[src/rtl/instr_fetch.sv]
// instr_fetch: sequential instruction fetch front end for an SPI-backed
// instruction memory. It issues one word read at a time to the SPI read
// stage, converts the returned big-first byte stream into an RV32
// little-endian word, and holds it for the consumer until it is accepted.
//
// Optional feature: define IFETCH_PREFETCH_EN to add a one-entry prefetch
// buffer. While an instruction is being held, the buffer fetches the next
// sequential word so that back-to-back handshakes keep instr_valid high.
// With the macro undefined, the block fetches strictly one word at a time.
module instr_fetch #(
    parameter logic [23:0] RESET_PC = 24'h000000
) (
    input  logic        clk,
    input  logic        rst_n,
    input  logic        i_pc_load,
    input  logic [23:0] i_pc_load_addr,
    output logic        o_instr_valid,
    input  logic        i_instr_ready,
    output logic [31:0] o_instr_data,
    output logic [23:0] o_instr_pc,
    output logic        o_mem_start,
    output logic [23:0] o_mem_addr,
    input  logic        i_mem_done,
    input  logic [31:0] i_mem_data
);

    // Fetch addresses are always word aligned, including the reset vector.
    localparam logic [23:0] PC_MASK    = 24'hFFFFFC;
    localparam logic [23:0] RESET_PC_A = RESET_PC & PC_MASK;

    typedef enum logic [1:0] {
        S_IDLE = 2'd0,
        S_REQ  = 2'd1,
        S_HOLD = 2'd2
    } state_t;

    state_t      r_state;
    state_t      w_state_nxt;

    logic [23:0] r_fetch_pc;
    logic [31:0] r_instr_data;
    logic [23:0] r_instr_pc;

    logic        w_handshake;
    logic [23:0] w_load_pc;
    logic [23:0] w_seq_pc;

`ifdef IFETCH_PREFETCH_EN
    logic        r_pf_valid;
    logic        r_pf_busy;
    logic [31:0] r_pf_data;
    logic [23:0] r_pf_pc;
    logic        w_pf_done;
    logic        w_pf_fill;
`endif

    // The SPI stage delivers the lowest-address byte first in [31:24];
    // RV32 expects that byte in [7:0], so the four bytes are reversed.
    function automatic logic [31:0] f_spi_to_le(input logic [31:0] w);
        return {w[7:0], w[15:8], w[23:16], w[31:24]};
    endfunction

    assign w_handshake = o_instr_valid & i_instr_ready;
    // Masking keeps the low address bits of the redirect target out of the PC.
    assign w_load_pc   = i_pc_load_addr & PC_MASK;
    // 24-bit add wraps 0xFFFFFC to 0x000000 on its own.
    assign w_seq_pc    = r_instr_pc + 24'd4;

    assign o_instr_data = r_instr_data;
    assign o_instr_pc   = r_instr_pc;
    assign o_mem_addr   = r_fetch_pc;

`ifdef IFETCH_PREFETCH_EN
    assign w_pf_done = r_pf_busy & i_mem_done;
    // Buffer captures a prefetch result only when the held instruction is not
    // being consumed in the same cycle (otherwise the result goes straight out).
    assign w_pf_fill = rst_n & ~i_pc_load & (r_state == S_HOLD) &
                       ~w_handshake & w_pf_done;
`endif

    // State register.
    always_ff @(posedge clk) begin
        if (!rst_n) begin
            r_state <= S_IDLE;
        end else begin
            r_state <= w_state_nxt;
        end
    end

    // Next-state logic; a redirect always wins and forces one idle cycle.
    always_comb begin
        w_state_nxt = r_state;
        case (r_state)
            S_IDLE: begin
                w_state_nxt = S_REQ;
            end
            S_REQ: begin
                if (i_mem_done) begin
                    w_state_nxt = S_HOLD;
                end
            end
            S_HOLD: begin
                if (w_handshake) begin
`ifdef IFETCH_PREFETCH_EN
                    // Stay valid when a successor word is already available.
                    if (!(r_pf_valid || w_pf_done)) begin
                        w_state_nxt = S_REQ;
                    end
`else
                    w_state_nxt = S_REQ;
`endif
                end
            end
            default: begin
                w_state_nxt = S_IDLE;
            end
        endcase
        if (i_pc_load) begin
            w_state_nxt = S_IDLE;
        end
    end

    // Outputs decoded from the current state only.
    always_comb begin
        o_instr_valid = 1'b0;
        o_mem_start   = 1'b0;
        case (r_state)
            S_REQ: begin
                o_mem_start = 1'b1;
            end
            S_HOLD: begin
                o_instr_valid = 1'b1;
`ifdef IFETCH_PREFETCH_EN
                o_mem_start   = r_pf_busy;
`endif
            end
            default: begin
                o_instr_valid = 1'b0;
                o_mem_start   = 1'b0;
            end
        endcase
    end

    // Fetch PC, held instruction and prefetch bookkeeping.
    always_ff @(posedge clk) begin
        if (!rst_n) begin
            r_instr_data <= 32'h0;
            r_instr_pc   <= RESET_PC_A;
            r_fetch_pc   <= RESET_PC_A;
`ifdef IFETCH_PREFETCH_EN
            r_pf_valid   <= 1'b0;
            r_pf_busy    <= 1'b0;
`endif
        end else if (i_pc_load) begin
            // Any read in flight is abandoned; its result is never captured.
            r_fetch_pc <= w_load_pc;
`ifdef IFETCH_PREFETCH_EN
            r_pf_valid <= 1'b0;
            r_pf_busy  <= 1'b0;
`endif
        end else begin
            case (r_state)
                S_REQ: begin
                    if (i_mem_done) begin
                        r_instr_data <= f_spi_to_le(i_mem_data);
                        r_instr_pc   <= r_fetch_pc;
                    end
                end
                S_HOLD: begin
`ifdef IFETCH_PREFETCH_EN
                    if (w_handshake) begin
                        if (r_pf_valid) begin
                            r_instr_data <= r_pf_data;
                            r_instr_pc   <= r_pf_pc;
                            r_pf_valid   <= 1'b0;
                        end else if (w_pf_done) begin
                            r_instr_data <= f_spi_to_le(i_mem_data);
                            r_instr_pc   <= r_fetch_pc;
                            r_pf_busy    <= 1'b0;
                        end else if (r_pf_busy) begin
                            // The in-flight prefetch becomes the demand fetch;
                            // r_fetch_pc already points at it, so the request
                            // stays asserted with a stable address.
                            r_pf_busy <= 1'b0;
                        end else begin
                            r_fetch_pc <= w_seq_pc;
                        end
                    end else if (r_pf_busy) begin
                        if (i_mem_done) begin
                            r_pf_valid <= 1'b1;
                            r_pf_busy  <= 1'b0;
                        end
                    end else if (!r_pf_valid) begin
                        // Issued from a registered flag, so the request is
                        // always low in the cycle right after a completion.
                        r_pf_busy  <= 1'b1;
                        r_fetch_pc <= w_seq_pc;
                    end
`else
                    if (w_handshake) begin
                        r_fetch_pc <= w_seq_pc;
                    end
`endif
                end
                default: begin
                end
            endcase
        end
    end

`ifdef IFETCH_PREFETCH_EN
    // Prefetch buffer payload; validity is tracked by r_pf_valid.
    always_ff @(posedge clk) begin
        if (w_pf_fill) begin
            r_pf_data <= f_spi_to_le(i_mem_data);
            r_pf_pc   <= r_fetch_pc;
        end
    end
`endif

endmodule

[config.mk]
export PLATFORM = sky130hd
export DESIGN_NAME = instr_fetch
export DESIGN_NICKNAME = d
export VERILOG_FILES = /design/src/rtl/instr_fetch.sv
export SDC_FILE = /design/constraint.sdc
export NUM_CORES = 1
export LEC_CHECK = 0
export BUFFER_PORTS_ARGS = -buffer_cell sky130_fd_sc_hd__buf_2
export CAP_MARGIN = 10
export CORE_ASPECT_RATIO = 0.7
export CORE_MARGIN = 2
export CORE_UTILIZATION = 41
export DETAILED_ROUTE_END_ITERATION = 10
export PLACE_DENSITY_LB_ADDON = 0.05
export SLEW_MARGIN = 5
export SYNTH_ARGS = -nofsm -noshare
export SYNTH_HDL_FRONTEND = slang
export SYNTH_SLANG_ARGS = --single-unit
[constraint.sdc]
create_clock -name clk -period 4.9 [get_ports clk]
set_clock_uncertainty 0.1 [all_clocks]
set_input_delay 0.245 -clock clk [delete_from_list [all_inputs] [get_ports clk]]
set_output_delay 0.245 -clock clk [all_outputs]
set_load 0.05 [all_outputs]
Word-level counts from Yosys, hierarchy flattened

Index checks and enable logic that the tools add are counted.

Bitwise logic cells: 3
Mux-type cells: 8
Equality and inequality tests: 4
Add/subtract/negate cells: 1
Reductions and logical operators: 8

Operators with widths:

| operator                                                        | count |
|---|---|
| 24-bit two-way mux                                              | 3 |
| 24-bit by 3-bit adder with 24-bit output, second input constant | 1 |
| 2-bit one-hot mux with 3 select lines                           | 1 |
| 2-bit AND reduction                                             | 3 |
| 2-bit two-way mux                                               | 2 |
| 2-bit != test, second input constant                            | 2 |
| 2-bit nonzero test                                              | 2 |
| 3-bit AND reduction                                             | 1 |
| 2-bit by 1-bit == test with 1-bit output, second input constant | 1 |
| 2-bit == test, second input constant                            | 1 |
| 2-bit logical NOT                                               | 1 |
| 1-bit two-way mux                                               | 2 |
| 1-bit NOT                                                       | 2 |
| 2-bit OR reduction                                              | 1 |
| 1-bit bitwise AND                                               | 1 |

Word-level logic and storage cells: 29
Flip-flop bits (word level): 82

Depth between registers and ports, before layout

Depth after elaboration: 6
Depth in mapped cells: 7

Least setup slack after synthesis

No wires, ideal clock.

Path type: flip-flop to flip-flop
From: register r_instr_pc[2], in the netlist o_instr_pc[2]
To: register r_fetch_pc[16], in the netlist o_mem_addr[16]
Path slack: 2.750 ns
Data required time: 4.673 ns
Period minus slack after synthesis: 2.150 ns
Stages on the path, launching flop included: 6
Arrival: 1.923 ns
Path buffers: 0
Setup time: 0.127 ns
Cell sequence: dfxtp_1 > ha_1 > nand3_1 > nor4_4 > and4b_1 > nor3_1

Cells in the longest elaborated chain, start to end: 4

RTL lines:

| item                                     | line | source |
|---|---|---|
| from (decl)                              | 42   | `logic [23:0] r_instr_pc;` |
| from (signal assigned)                   | 166  | `r_instr_pc <= r_fetch_pc;` |
| 24-bit by 3-bit adder with 24-bit output | 67   | `assign w_seq_pc = r_instr_pc + 24'd4;` |
| 24-bit two-way mux                       | 200  | `if (w_handshake) begin` |
| 24-bit two-way mux                       | 162  | `case (r_state)` |
| 24-bit two-way mux                       | 154  | `end else if (i_pc_load) begin` |
| to (signal assigned)                     | 156  | `r_fetch_pc <= w_load_pc;` |
| to (signal assigned)                     | 201  | `r_fetch_pc <= w_seq_pc;` |
| to (decl)                                | 40   | `logic [23:0] r_fetch_pc;` |

Every way passes these cells. The select of a mux whose other input is x is not followed.
A chain may end at the register's enable or synchronous reset.

Final worst setup path

From: register r_state[0]
To: register r_instr_pc[14], in the netlist o_instr_pc[14]

Cells in the longest elaborated chain, start to end: 2

RTL lines:

| item                                     | line | source |
|---|---|---|
| from (decl)                              | 37   | `state_t r_state;` |
| from (signal assigned)                   | 86   | `r_state <= w_state_nxt;` |
| 2-bit by 1-bit == test with 1-bit output | 162  |  |
| 3-bit AND reduction (no source line)     | --   |  |

Every way passes these cells.

==> results.cfg <==
[outcome]
status = complete, no violations

[job]
cap_violations = 0

[worst_setup_path]
r2r_slack_ns = 2.70
worst_setup_path_start_kind = flop
crit_path_end_kind = flop
crit_fanout = 44
cp.required_ns = 5.05
cp.arrival_ns = 2.36
path_class = flop to flop

[sta]
min_period_ns = 2.20
period_share = 0.450
rsz0062_at_grt = false
final.setup.tns_ns = 0
worst_pin_slew_ns = 1.09
setup_viol = 0
drv_slew = 0
relSlewSlack = 0.270
hold_ws_ns = 0.0373
fmax_mhz = 454
hold_viol = 0

[power_and_ir_drop]
seq_power_share = 0.469
p_leak_nw = 2.01
pwr-share-clk = 0.416
power_density_nw_per_um2 = 313
combPwrFrac = 0.115
switchingPower_w = 0.000388
internal_power_w = 0.00111
switching_share = 0.260
ir_drop_mv = 0.180

[clocking]
cts_setup_buffers = 0
cts_max_path_buffers = 2
clk_pin_slew_ns = 0.06
numCtsBuffers = 9
clk_latency_ns = 0.33
postCtsHoldBufs = 0
root_buffer = clkbuf_16
postCtsResizedCells = 0
cts.htree.levels = 3
cts_sinks = 82
tritoncts = yes

[yosys]
syn_nets = 536
synth_area_um2 = 3780
synth-edff-count = 0
synth_area_per_cell_um2 = 7.97
yosysWarnings = 0
synth_top_area_frac = 0.434
synth_area_leaders = dfxtp_1 (43%), nand2_1 (14%), a21boi_0 (12%), o21ai_0 (2.9%), clkbuf_1 (2.5%)
synth-seq-area-share = 0.434
synth_area_leader_cell = dfxtp_1
synth_seq_cells = 82
async_reset_ff_frac = 0
synth_ff_type = dfxtp_1
ys_types = 50
syn_inst = 474

[detailed_routing]
num_vias = 3679
ant_nets = 0
drt_pre_antenna_iters = 4
drt_wl_total_mm = 10.3
wire_per_inst_um = 14.3
vias_per_cell = 5.12
route.detailed.drc = 0
drt_iter0_markers = 272

[floorplanning]
rows = 29
coreArea_um2 = 9000
die_height_um = 84.3
ios = 143
die_area_um2 = 10000
start_util = 0.420
dieWidth_um = 119

[hold_path]
min_path_type = input port to flop

[place]
portBuffers = 140
gp_congestion = 0.795
dp_hpwl_mm = 6.89

[cells_and_area]
multi_input_area_um2 = 1970
final_nets = 653
drive_gt1_frac = 0.281
final_common_cell = nand2_1
seq_area_um2 = 1640
finish.utilization = 0.530
area_growth_pct = 26.3
layout_common_cells = nand2_1 (145), buf_2 (140), dfxtp_1 (82)
nFillCells = 909
n_antenna_cell = 0

[global_routing]
antenna_found_initial = 0
grt_use_total = 0.210
grt_pass1_vias = 3427
grt_pass1_wl_mm = 17.1
grt_max_degree = 57
grt_overflow = 0
## registers in the layout, indices dropped and copies added, names as in the netlist
register and flops:
o_instr_data 32, o_instr_pc 24, o_mem_addr 24, r_state 2
## area by class of cell
type | instances | share of cell area
multi-input combinational | 352 | 0.414
clock inverter | 3 | 0.00315
sequential | 82 | 0.344
inverter | 4 | 0.00315
tap | 124 | 0.0325
timing repair buffer | 142 | 0.150
clock buffer | 12 | 0.0537
## worst max-delay path, cell delays in order (launching register included)
cell and delay [ns]:
dfxtp_1 0.42, nand2_1 0.12, nor3_2 0.62, buf_4 0.57, nand2_1 0.12, a21boi_0 0.17
## stage by stage
step / worst slack [ns] / instances / instance area, um2 / power, W
finish: 2.70 / 719 / 4770 / 0.00149
floorplan: 2.75 / 474 / 3780 / 0.000832
global route: 2.39 / 719 / 4770 / 0.00156
detailed placement: 2.44 / 704 / 4500 / 0.000887
CTS: 2.65 / 719 / 4770 / 0.00151
global placement: 2.40 / 704 / 4500 / 0.000886
## power by group through the flow
stage,Clock [W],Combinational [W],Sequential (W)
2_1_floorplan,0,0.0000583,0.000773
3_3_place_gp,0,0.000171,0.000714
3_5_place_dp,0,0.000173,0.000714
4_1_cts,0.000635,0.000174,0.000700
5_1_grt,0.000668,0.000186,0.000703
6_report,0.000622,0.000172,0.000700
## worst paths after layout
path / from / depth (start not counted) / end
worst max-delay path: r_state[0]$_SDFFE_PP0P_ / 5 / o_instr_pc[14]$_SDFFE_PN0P_
worst min-delay path: i_pc_load_addr[9] / 3 / o_mem_addr[9]$_SDFFE_PN0P_
worst max register to register: r_state[0]$_SDFFE_PP0P_ / 5 / o_instr_pc[14]$_SDFFE_PN0P_
worst min register to register: o_instr_data[16]$_SDFFE_PN0P_ / 2 / o_instr_data[16]$_SDFFE_PN0P_
## per-layer routing
layer  GRT usage  share of wire
met2       0.325           0.44
met5           0              0
met1       0.290           0.49
met4      0.0487         0.0057
met3      0.0605          0.062
## logic make-up after synthesis
kind of cell / count (synthesis) / share of synthesized area
compound gates: 112 / 0.209
xor+xnor: 6 / 0.0139
fa+ha+maj: 1 / 0.00331
buf+inv: 40 / 0.0447
flops: 82 / 0.434
mux: 2 / 0.00563
simple gates: 231 / 0.289
## cells in the mapped netlist (6+ instances only)
master	count
dfxtp_1	82
nor2_1	9
nand2_1	145
nand4_1	7
nor4_1	6
a21boi_0	58
nand3_1	18
o21ai_0	22
buf_2	9
nor3_1	8
nand2b_1	10
clkbuf_1	25
a21oi_1	7
No activity file was read; power rests on OpenSTA's default activity.
